==> src/rtl/bcd_key_sequencer_if.sv <==
`default_nettype none
// ============================================================================
// Module   : bcd_key_sequencer_if
// Purpose  : Groups the keypad strobe, the ALU operand/result bus and the
//            status/display outputs of the BCD key sequencer.
// Signals  : key_valid/key_code   keypad decoder -> sequencer
//            alu_result           ALU -> sequencer, {sign, tens, ones}
//            op1/op2/opcode/alu_en sequencer -> ALU
//            display/busy/err     sequencer -> display / status
// Modports : master = environment (keypad, ALU, display side)
//            slave  = the sequencer itself
// Revision : 1.0  initial release
// ============================================================================
interface bcd_key_sequencer_if;
  logic       key_valid;
  logic [4:0] key_code;
  logic [8:0] alu_result;
  logic [8:0] op1;
  logic [8:0] op2;
  logic [2:0] opcode;
  logic       alu_en;
  logic [8:0] display;
  logic       busy;
  logic       err;

  modport master (
    output key_valid, key_code, alu_result,
    input  op1, op2, opcode, alu_en, display, busy, err
  );

  modport slave (
    input  key_valid, key_code, alu_result,
    output op1, op2, opcode, alu_en, display, busy, err
  );
endinterface
`default_nettype wire

==> src/rtl/bcd_key_sequencer.sv <==
`default_nettype none
// ============================================================================
// Module   : bcd_key_sequencer
// Purpose  : Operand-entry front end for the BCD ALU. Builds two signed
//            2-digit BCD operands from a keypad stream, holds the ALU enable
//            for EXEC_CYCLES cycles, captures the result, supports chained
//            operations and traps divide-by-zero.
// Ports    : clk  - system clock, rising edge
//            rst  - asynchronous active-high reset
//            bus  - bcd_key_sequencer_if.slave (keys in, ALU result in,
//                   operands/opcode/alu_en/display/busy/err out)
// Params   : EXEC_CYCLES - cycles alu_en stays high before capture (1..15)
// Revision : 1.0  initial release
// ============================================================================
module bcd_key_sequencer #(
  parameter int EXEC_CYCLES = 1
) (
  input wire                  clk,
  input wire                  rst,
  bcd_key_sequencer_if.slave  bus
);

  typedef enum logic [2:0] {
    S_ENTER_A = 3'd0,
    S_ENTER_B = 3'd1,
    S_EXEC    = 3'd2,
    S_SHOW    = 3'd3,
    S_ERROR   = 3'd4
  } state_t;

  localparam logic [4:0] c_key_add    = 5'd10;
  localparam logic [4:0] c_key_div    = 5'd13;
  localparam logic [4:0] c_key_equals = 5'd14;
  localparam logic [4:0] c_key_clear  = 5'd15;
  localparam logic [4:0] c_key_sign   = 5'd16;
  localparam logic [2:0] c_op_add     = 3'b001;
  localparam logic [2:0] c_op_div     = 3'b100;
  localparam logic [1:0] c_max_digits = 2'd2;
  localparam logic [3:0] c_exec_last  = 4'(EXEC_CYCLES - 1);

  state_t     state_q, state_d;
  logic [8:0] op1_q, op1_d;
  logic [8:0] op2_q, op2_d;
  logic [2:0] opcode_q, opcode_d;
  logic       alu_en_q, alu_en_d;
  logic [8:0] display_q, display_d;
  logic       busy_q, busy_d;
  logic       err_q, err_d;
  logic [1:0] a_cnt_q, a_cnt_d;
  logic [1:0] b_cnt_q, b_cnt_d;
  logic [3:0] exec_cnt_q, exec_cnt_d;

  // Key classification
  logic       w_is_digit;
  logic       w_is_oper;
  logic       w_is_equals;
  logic       w_is_clear;
  logic       w_is_sign;
  logic [3:0] w_digit;
  logic [4:0] w_oper_off;
  logic [2:0] w_oper_code;

  always_comb begin
    w_is_digit  = bus.key_valid && (bus.key_code < 5'd10);
    w_is_oper   = bus.key_valid && (bus.key_code >= c_key_add) &&
                  (bus.key_code <= c_key_div);
    w_is_equals = bus.key_valid && (bus.key_code == c_key_equals);
    w_is_clear  = bus.key_valid && (bus.key_code == c_key_clear);
    w_is_sign   = bus.key_valid && (bus.key_code == c_key_sign);
    w_digit     = bus.key_code[3:0];
    // Codes 10..13 map onto opcodes 001..100 by subtracting 9.
    w_oper_off  = bus.key_code - 5'd9;
    w_oper_code = w_oper_off[2:0];
  end

  // Next-state logic
  always_comb begin
    state_d    = state_q;
    op1_d      = op1_q;
    op2_d      = op2_q;
    opcode_d   = opcode_q;
    a_cnt_d    = a_cnt_q;
    b_cnt_d    = b_cnt_q;
    exec_cnt_d = exec_cnt_q;
    display_d  = display_q;

    if (w_is_clear) begin
      state_d    = S_ENTER_A;
      op1_d      = 9'd0;
      op2_d      = 9'd0;
      opcode_d   = c_op_add;
      a_cnt_d    = 2'd0;
      b_cnt_d    = 2'd0;
      exec_cnt_d = 4'd0;
    end else begin
      case (state_q)
        S_ENTER_A: begin
          if (w_is_digit) begin
            if (a_cnt_q < c_max_digits) begin
              op1_d   = {op1_q[8], op1_q[3:0], w_digit};
              a_cnt_d = a_cnt_q + 2'd1;
            end
          end else if (w_is_oper) begin
            opcode_d = w_oper_code;
            op2_d    = 9'd0;
            b_cnt_d  = 2'd0;
            state_d  = S_ENTER_B;
          end else if (w_is_sign) begin
            op1_d[8] = ~op1_q[8];
          end
        end

        S_ENTER_B: begin
          if (w_is_digit) begin
            if (b_cnt_q < c_max_digits) begin
              op2_d   = {op2_q[8], op2_q[3:0], w_digit};
              b_cnt_d = b_cnt_q + 2'd1;
            end
          end else if (w_is_oper) begin
            // Operator can still be changed until the first B digit arrives.
            if (b_cnt_q == 2'd0) begin
              opcode_d = w_oper_code;
            end
          end else if (w_is_sign) begin
            op2_d[8] = ~op2_q[8];
          end else if (w_is_equals && (b_cnt_q != 2'd0)) begin
            // Magnitude test only: -0 is also a zero divisor.
            if ((opcode_q == c_op_div) && (op2_q[7:0] == 8'd0)) begin
              state_d = S_ERROR;
            end else begin
              state_d    = S_EXEC;
              exec_cnt_d = 4'd0;
            end
          end
        end

        S_EXEC: begin
          if (exec_cnt_q == c_exec_last) begin
            state_d = S_SHOW;
          end else begin
            exec_cnt_d = exec_cnt_q + 4'd1;
          end
        end

        S_SHOW: begin
          if (w_is_oper) begin
            // Chaining: the shown result becomes operand A.
            op1_d    = display_q;
            opcode_d = w_oper_code;
            op2_d    = 9'd0;
            b_cnt_d  = 2'd0;
            state_d  = S_ENTER_B;
          end else if (w_is_digit) begin
            op1_d   = {1'b0, 4'h0, w_digit};
            a_cnt_d = 2'd1;
            op2_d   = 9'd0;
            b_cnt_d = 2'd0;
            state_d = S_ENTER_A;
          end
        end

        S_ERROR: begin
          state_d = S_ERROR;
        end

        default: begin
          state_d = S_ENTER_A;
        end
      endcase
    end

    // Outputs are registered from the next-state values so they change on
    // the same edge as the state and carry no decode glitches.
    case (state_d)
      S_ENTER_A: display_d = op1_d;
      S_ENTER_B: display_d = op2_d;
      S_EXEC:    display_d = op2_d;
      S_SHOW:    display_d = (state_q == S_EXEC) ? bus.alu_result : display_q;
      S_ERROR:   display_d = 9'd0;
      default:   display_d = 9'd0;
    endcase
    alu_en_d = (state_d == S_EXEC);
    busy_d   = (state_d == S_EXEC);
    err_d    = (state_d == S_ERROR);
  end

  always_ff @(posedge clk or posedge rst) begin
    if (rst) begin
      state_q    <= S_ENTER_A;
      op1_q      <= 9'd0;
      op2_q      <= 9'd0;
      opcode_q   <= c_op_add;
      alu_en_q   <= 1'b0;
      display_q  <= 9'd0;
      busy_q     <= 1'b0;
      err_q      <= 1'b0;
      a_cnt_q    <= 2'd0;
      b_cnt_q    <= 2'd0;
      exec_cnt_q <= 4'd0;
    end else begin
      state_q    <= state_d;
      op1_q      <= op1_d;
      op2_q      <= op2_d;
      opcode_q   <= opcode_d;
      alu_en_q   <= alu_en_d;
      display_q  <= display_d;
      busy_q     <= busy_d;
      err_q      <= err_d;
      a_cnt_q    <= a_cnt_d;
      b_cnt_q    <= b_cnt_d;
      exec_cnt_q <= exec_cnt_d;
    end
  end

  assign bus.op1     = op1_q;
  assign bus.op2     = op2_q;
  assign bus.opcode  = opcode_q;
  assign bus.alu_en  = alu_en_q;
  assign bus.display = display_q;
  assign bus.busy    = busy_q;
  assign bus.err     = err_q;

endmodule
`default_nettype wire

==> src/flat_wrapper.sv <==
// flat-port wrapper written by rule: the top's interface ports become plain ports
module bcd_key_sequencer_flat 
#(
  parameter int EXEC_CYCLES = 1
)
  (clk, rst, bus_key_valid, bus_key_code, bus_alu_result, bus_op1, bus_op2, bus_opcode, bus_alu_en, bus_display, bus_busy, bus_err);
  bcd_key_sequencer_if bus_i ();
  input wire clk;
  input wire rst;
  input wire logic [$bits(bus_i.key_valid)-1:0] bus_key_valid;
  input wire logic [$bits(bus_i.key_code)-1:0] bus_key_code;
  input wire logic [$bits(bus_i.alu_result)-1:0] bus_alu_result;
  output wire logic [$bits(bus_i.op1)-1:0] bus_op1;
  output wire logic [$bits(bus_i.op2)-1:0] bus_op2;
  output wire logic [$bits(bus_i.opcode)-1:0] bus_opcode;
  output wire logic [$bits(bus_i.alu_en)-1:0] bus_alu_en;
  output wire logic [$bits(bus_i.display)-1:0] bus_display;
  output wire logic [$bits(bus_i.busy)-1:0] bus_busy;
  output wire logic [$bits(bus_i.err)-1:0] bus_err;
  assign bus_i.key_valid = bus_key_valid;
  assign bus_i.key_code = bus_key_code;
  assign bus_i.alu_result = bus_alu_result;
  assign bus_op1 = bus_i.op1;
  assign bus_op2 = bus_i.op2;
  assign bus_opcode = bus_i.opcode;
  assign bus_alu_en = bus_i.alu_en;
  assign bus_display = bus_i.display;
  assign bus_busy = bus_i.busy;
  assign bus_err = bus_i.err;
  bcd_key_sequencer #(.EXEC_CYCLES(EXEC_CYCLES)) u_core (.clk(clk), .rst(rst), .bus(bus_i));
endmodule
==> config.mk <==
export PLATFORM = sky130hd
export DESIGN_NAME = bcd_key_sequencer_flat
export DESIGN_NICKNAME = d
export VERILOG_FILES = /design/src/rtl/bcd_key_sequencer_if.sv /design/src/rtl/bcd_key_sequencer.sv /design/src/flat_wrapper.sv
export SDC_FILE = /design/constraint.sdc
export NUM_CORES = 1
export LEC_CHECK = 0
export ABC_CLOCK_PERIOD_IN_PS = 2310
export BUFFER_PORTS_ARGS = -buffer_cell sky130_fd_sc_hd__buf_2
export CAP_MARGIN = 20
export CORE_UTILIZATION = 48
export CTS_CLUSTER_DIAMETER = 100
export DETAILED_ROUTE_END_ITERATION = 10
export HOLD_SLACK_MARGIN = 0.02
export MAX_ROUTING_LAYER = met4
export PLACE_DENSITY = 0.79
export RECOVER_POWER = 100
export SYNTH_ARGS = -nofsm -noshare
export SYNTH_HDL_FRONTEND = slang
export SYNTH_SLANG_ARGS = --single-unit
==> constraint.sdc <==
create_clock -name clk -period 2.31 [get_ports clk]
set_input_delay 0 -clock clk [delete_from_list [all_inputs] [get_ports clk]]
set_output_delay 0 -clock clk [all_outputs]
set_load 0.02 [all_outputs]
==> results.cfg <==
[layout]
fin_nets = 391
fin_area_mm2 = 0.003249
antenna_cells = 0
final_layout_size_suffix_gt1_frac = 0.2589
area_growth_pct = 27.62
multiInputGateArea_mm2 = 0.001450
regArea_mm2 = 0.001079
fill_cells = 441

[synthesis]
synth_cells = 284
synth_nets = 309
ys_async_sr_fraction = 1.000
synth_cell_type_count = 55
seq_area_frac_synth = 0.4231
avgSynthCellArea_um2 = 8.965
synth_ff_type = dfrtp_1
ys.warnings.count = 0
synth_edf_count = 0
yosys_register_bits = 43
netlist_area_mm2 = 0.002546

[min_path]
min_delay_path_depth = 4
hold_end = u_core.bus.opcode[0]$_DFFE_PP1P_
min_from = bus_key_code[0]
hp-class = in -> reg

[floorplanning]
initial_core_util = 0.4985
die-area_mm2 = 0.005600
dieWidth_um = 74.83
core_area_mm2 = 0.005107
top_level_ports = 50
fp.dieH_um = 74.83
rows = 26

[global_route]
antenna_found_initial = 0
grt_start_max_net_pins = 28
grt_pass1_wl_um = 11940
grt_overflow = 0
first_global_vias = 2481
grtUsageTotal = 0.2942

[critical_path]
critPathLaunchType = flip-flop
end_kind = flip-flop
cp_data_required_time_ns = 2.50
reg2reg_to = u_core.bus.display[6]$_DFFE_PP0P_
cp_slowest_cell = dfrtp_1
critical_path.max_stage_delay_ns = 0.39
r2r_cells = 9
cp_max_fo = 5
path_buf_inv = 1
crit_chain = inv_1, ha_2, nand2b_4, nor3_2, o32a_1, o31ai_4, mux2_4, a211o_1, a311oi_1
crit_family = compound AO/OA/AOI/OAI gates
critical_path_class = reg -> reg
rrSetupSlack_ns = -0.12
crit_arrival_ns = 2.62
timing.rr.start = u_core.b_cnt_q[0]$_DFFE_PP0P_

[sta]
hold_violations = 0
setup_slack_ns = -0.1197
drv_slew = 0
min_period_ns = 2.430
rsz0062_at_grt = true
min_period_over_period = 1.052
fmax_mhz = 411.6
worst_pin_slew_ns = 0.9571
whs_ns = 0.04068
setup_viol = 7
skew_ns = 0.01027
slew_headroom = 0.3619

[clocking]
cts_max_level = 2
clk_pin_slew_worst_paths_ns = 0.09
cts-root-buf = clkbuf_8
clk_latency_ns = 0.30
cts_tree = built
clk_path_buf_depth = 2
cts.sinks = 43
cts_buffers = 5

[flow_run]
cap_violations = 0

[power_and_ir_drop]
power_density_mw_per_mm2 = 1077
p_leak_uw = 0.001405
vdd_ir_drop_max_uv = 434.5

[placement]
pre_cts_ws_ns = -0.1731
gp_congestion = 0.9619
place_area_mm2 = 0.003100
port_buffers = 49
dp.final_hpwl_um = 5531

[detailed_routing]
detail_route.vias_per_cell = 6.293
num_vias = 2750
drt-initial-drc-count = 385
drc = 0
postRouteWirelength_um = 7927
dr.pass1.iters = 5
ant_nets = 0
wire_per_inst_um = 18.14

[outcome]
status = finished, violations left
violations = negative setup slack
[layer usage]
metal  vias to the layer above  GRT usage  wire (um)
met3                        38    0.03882        693
met1                      1289     0.3835       3161
met5                         -          -          0
met4                         0     0.1321        304
li1                       1214          -          -
met2                       209     0.4575       3768
[per-stage QoR]
step	total power (uW)	setup TNS [ns]	cells	utilization
finish	3498	-0.3319	437	0.6362
floorplan	2286	0	284	-
global route	3700	-1.100	437	0.6362
detailed placement	2912	-1.092	425	0.6071
global placement	2875	-0.003419	425	0.6071
CTS	3458	-0.3721	436	0.6338
[state kept, by name (all words and copies together) (netlist names)]
| register | flops |
|---|---|
| u_core.a_cnt_q | 2 |
| u_core.b_cnt_q | 2 |
| u_core.bus.alu_en | 1 |
| u_core.bus.display | 9 |
| u_core.bus.err | 1 |
| u_core.bus.op1 | 9 |
| u_core.bus.op2 | 9 |
| u_core.bus.opcode | 3 |
| u_core.exec_cnt_q | 4 |
| u_core.state_q | 3 |
[power by group]
part	switching, uW	total (uW)	internal, uW
clock	268	479	212
combinational	1020	1730	713
sequential	237	1290	1050
[tightest hold or removal path, delay by kind of cell]
family / cells / cell delay, ns
AOI/OAI and AO/OA: 1 / 0.07
buffers and inverters: 1 / 0.14
and+or+nand+nor: 2 / 0.13
[cell usage after synthesis, types with 3 or more instances]
cell type | number | area (um2)
a22oi_1 | 8 | 60.06
dfrtp_1 | 42 | 1051
buf_2 | 4 | 20.02
a21oi_1 | 30 | 150.1
a31oi_1 | 3 | 18.77
clkbuf_1 | 7 | 26.28
a211o_1 | 10 | 87.58
and2_1 | 3 | 18.77
nor2_1 | 22 | 82.58
nand3_1 | 3 | 15.01
nor3_1 | 8 | 40.04
o21ai_0 | 24 | 120.1
inv_1 | 12 | 45.04
nor4_1 | 3 | 18.77
nand2_1 | 29 | 108.9
nand2b_1 | 7 | 43.79
nand3b_1 | 3 | 22.52
or3_1 | 4 | 25.02
ha_1 | 8 | 100.1
a211oi_1 | 5 | 37.54
a311oi_1 | 8 | 70.07
[timing repair]
| item | in CTS | in global routing |
|---|---|---|
| hold buffers | 1 | 0 |
| gates resized for setup | 5 | 13 |
| buffers inserted | 1 | 1 |
| gates cloned | 1 | 0 |
| endpoints found under the hold margin | 24 | 0 |
| pin swaps | 7 | 3 |
| endpoints found under the setup margin | 9 | 9 |
[logic make-up (layout without fill, tap and decap cells)]
kind of cell	Yosys count	count (layout)	synth area share
AOI/OAI and AO/OA	107	107	0.2865
xor gates and xnor gates	1	1	0.003440
adders and majority gates	8	8	0.03931
buffers and inverters	28	110	0.04668
DFF	43	43	0.4231
muxes	4	5	0.01867
and+or+nand+nor	93	93	0.1823
[placed cells by master (no fill, tap or decap), drive strengths merged, types with 2 or more instances in the layout]
cell type  Yosys  routed
o21ai         25      25
or3            4       4
nor3          10      10
a21oi         30      30
ha             8       8
dfrtp         42      42
mux2           3       4
o31ai          3       3
clkbuf         8      41
a211oi         6       6
a311oi         9       9
a22oi          8       8
or2            3       3
buf            7      53
nand2         29      29
and2           3       3
clkinv         0       2
o21a           2       2
o22ai          2       2
a211o         10      10
a31oi          3       3
nor4           3       3
inv           13      12
nand3b         3       3
nand3          3       3
nor2          22      22
nand2b         7       7
o2bb2ai        2       2
[worst max path at each step]
| stage | cells past startpoint | to | start | slack (ns) |
|---|---|---|---|---|
| after floorplan | 9 | u_core.bus.display[0]$_DFFE_PP0P_ | u_core.b_cnt_q[1]$_DFFE_PP0P_ | 0.06 |
| after global placement | 10 | u_core.bus.display[5]$_DFFE_PP0P_ | u_core.b_cnt_q[0]$_DFFE_PP0P_ | -0.003 |
| after CTS | 9 | u_core.bus.display[1]$_DFFE_PP0P_ | u_core.b_cnt_q[0]$_DFFE_PP0P_ | -0.08 |
| after global routing | 9 | u_core.bus.display[6]$_DFFE_PP0P_ | u_core.b_cnt_q[0]$_DFFE_PP0P_ | -0.21 |
| final | 9 | u_core.bus.display[6]$_DFFE_PP0P_ | u_core.b_cnt_q[0]$_DFFE_PP0P_ | -0.12 |
| after detailed placement | 10 | u_core.bus.display[1]$_DFFE_PP0P_ | u_core.b_cnt_q[0]$_DFFE_PP0P_ | -0.17 |
[cell type report]
type                       instances  share of cell area
tap                               70             0.02695
clock inverter                     2            0.003851
multi-input combinational        214              0.4463
sequential                        43              0.3319
clock buffer                       6             0.02233
timing repair buffer              89              0.1536
inverter                          13             0.01502
Power figures use the tool's default switching activity.
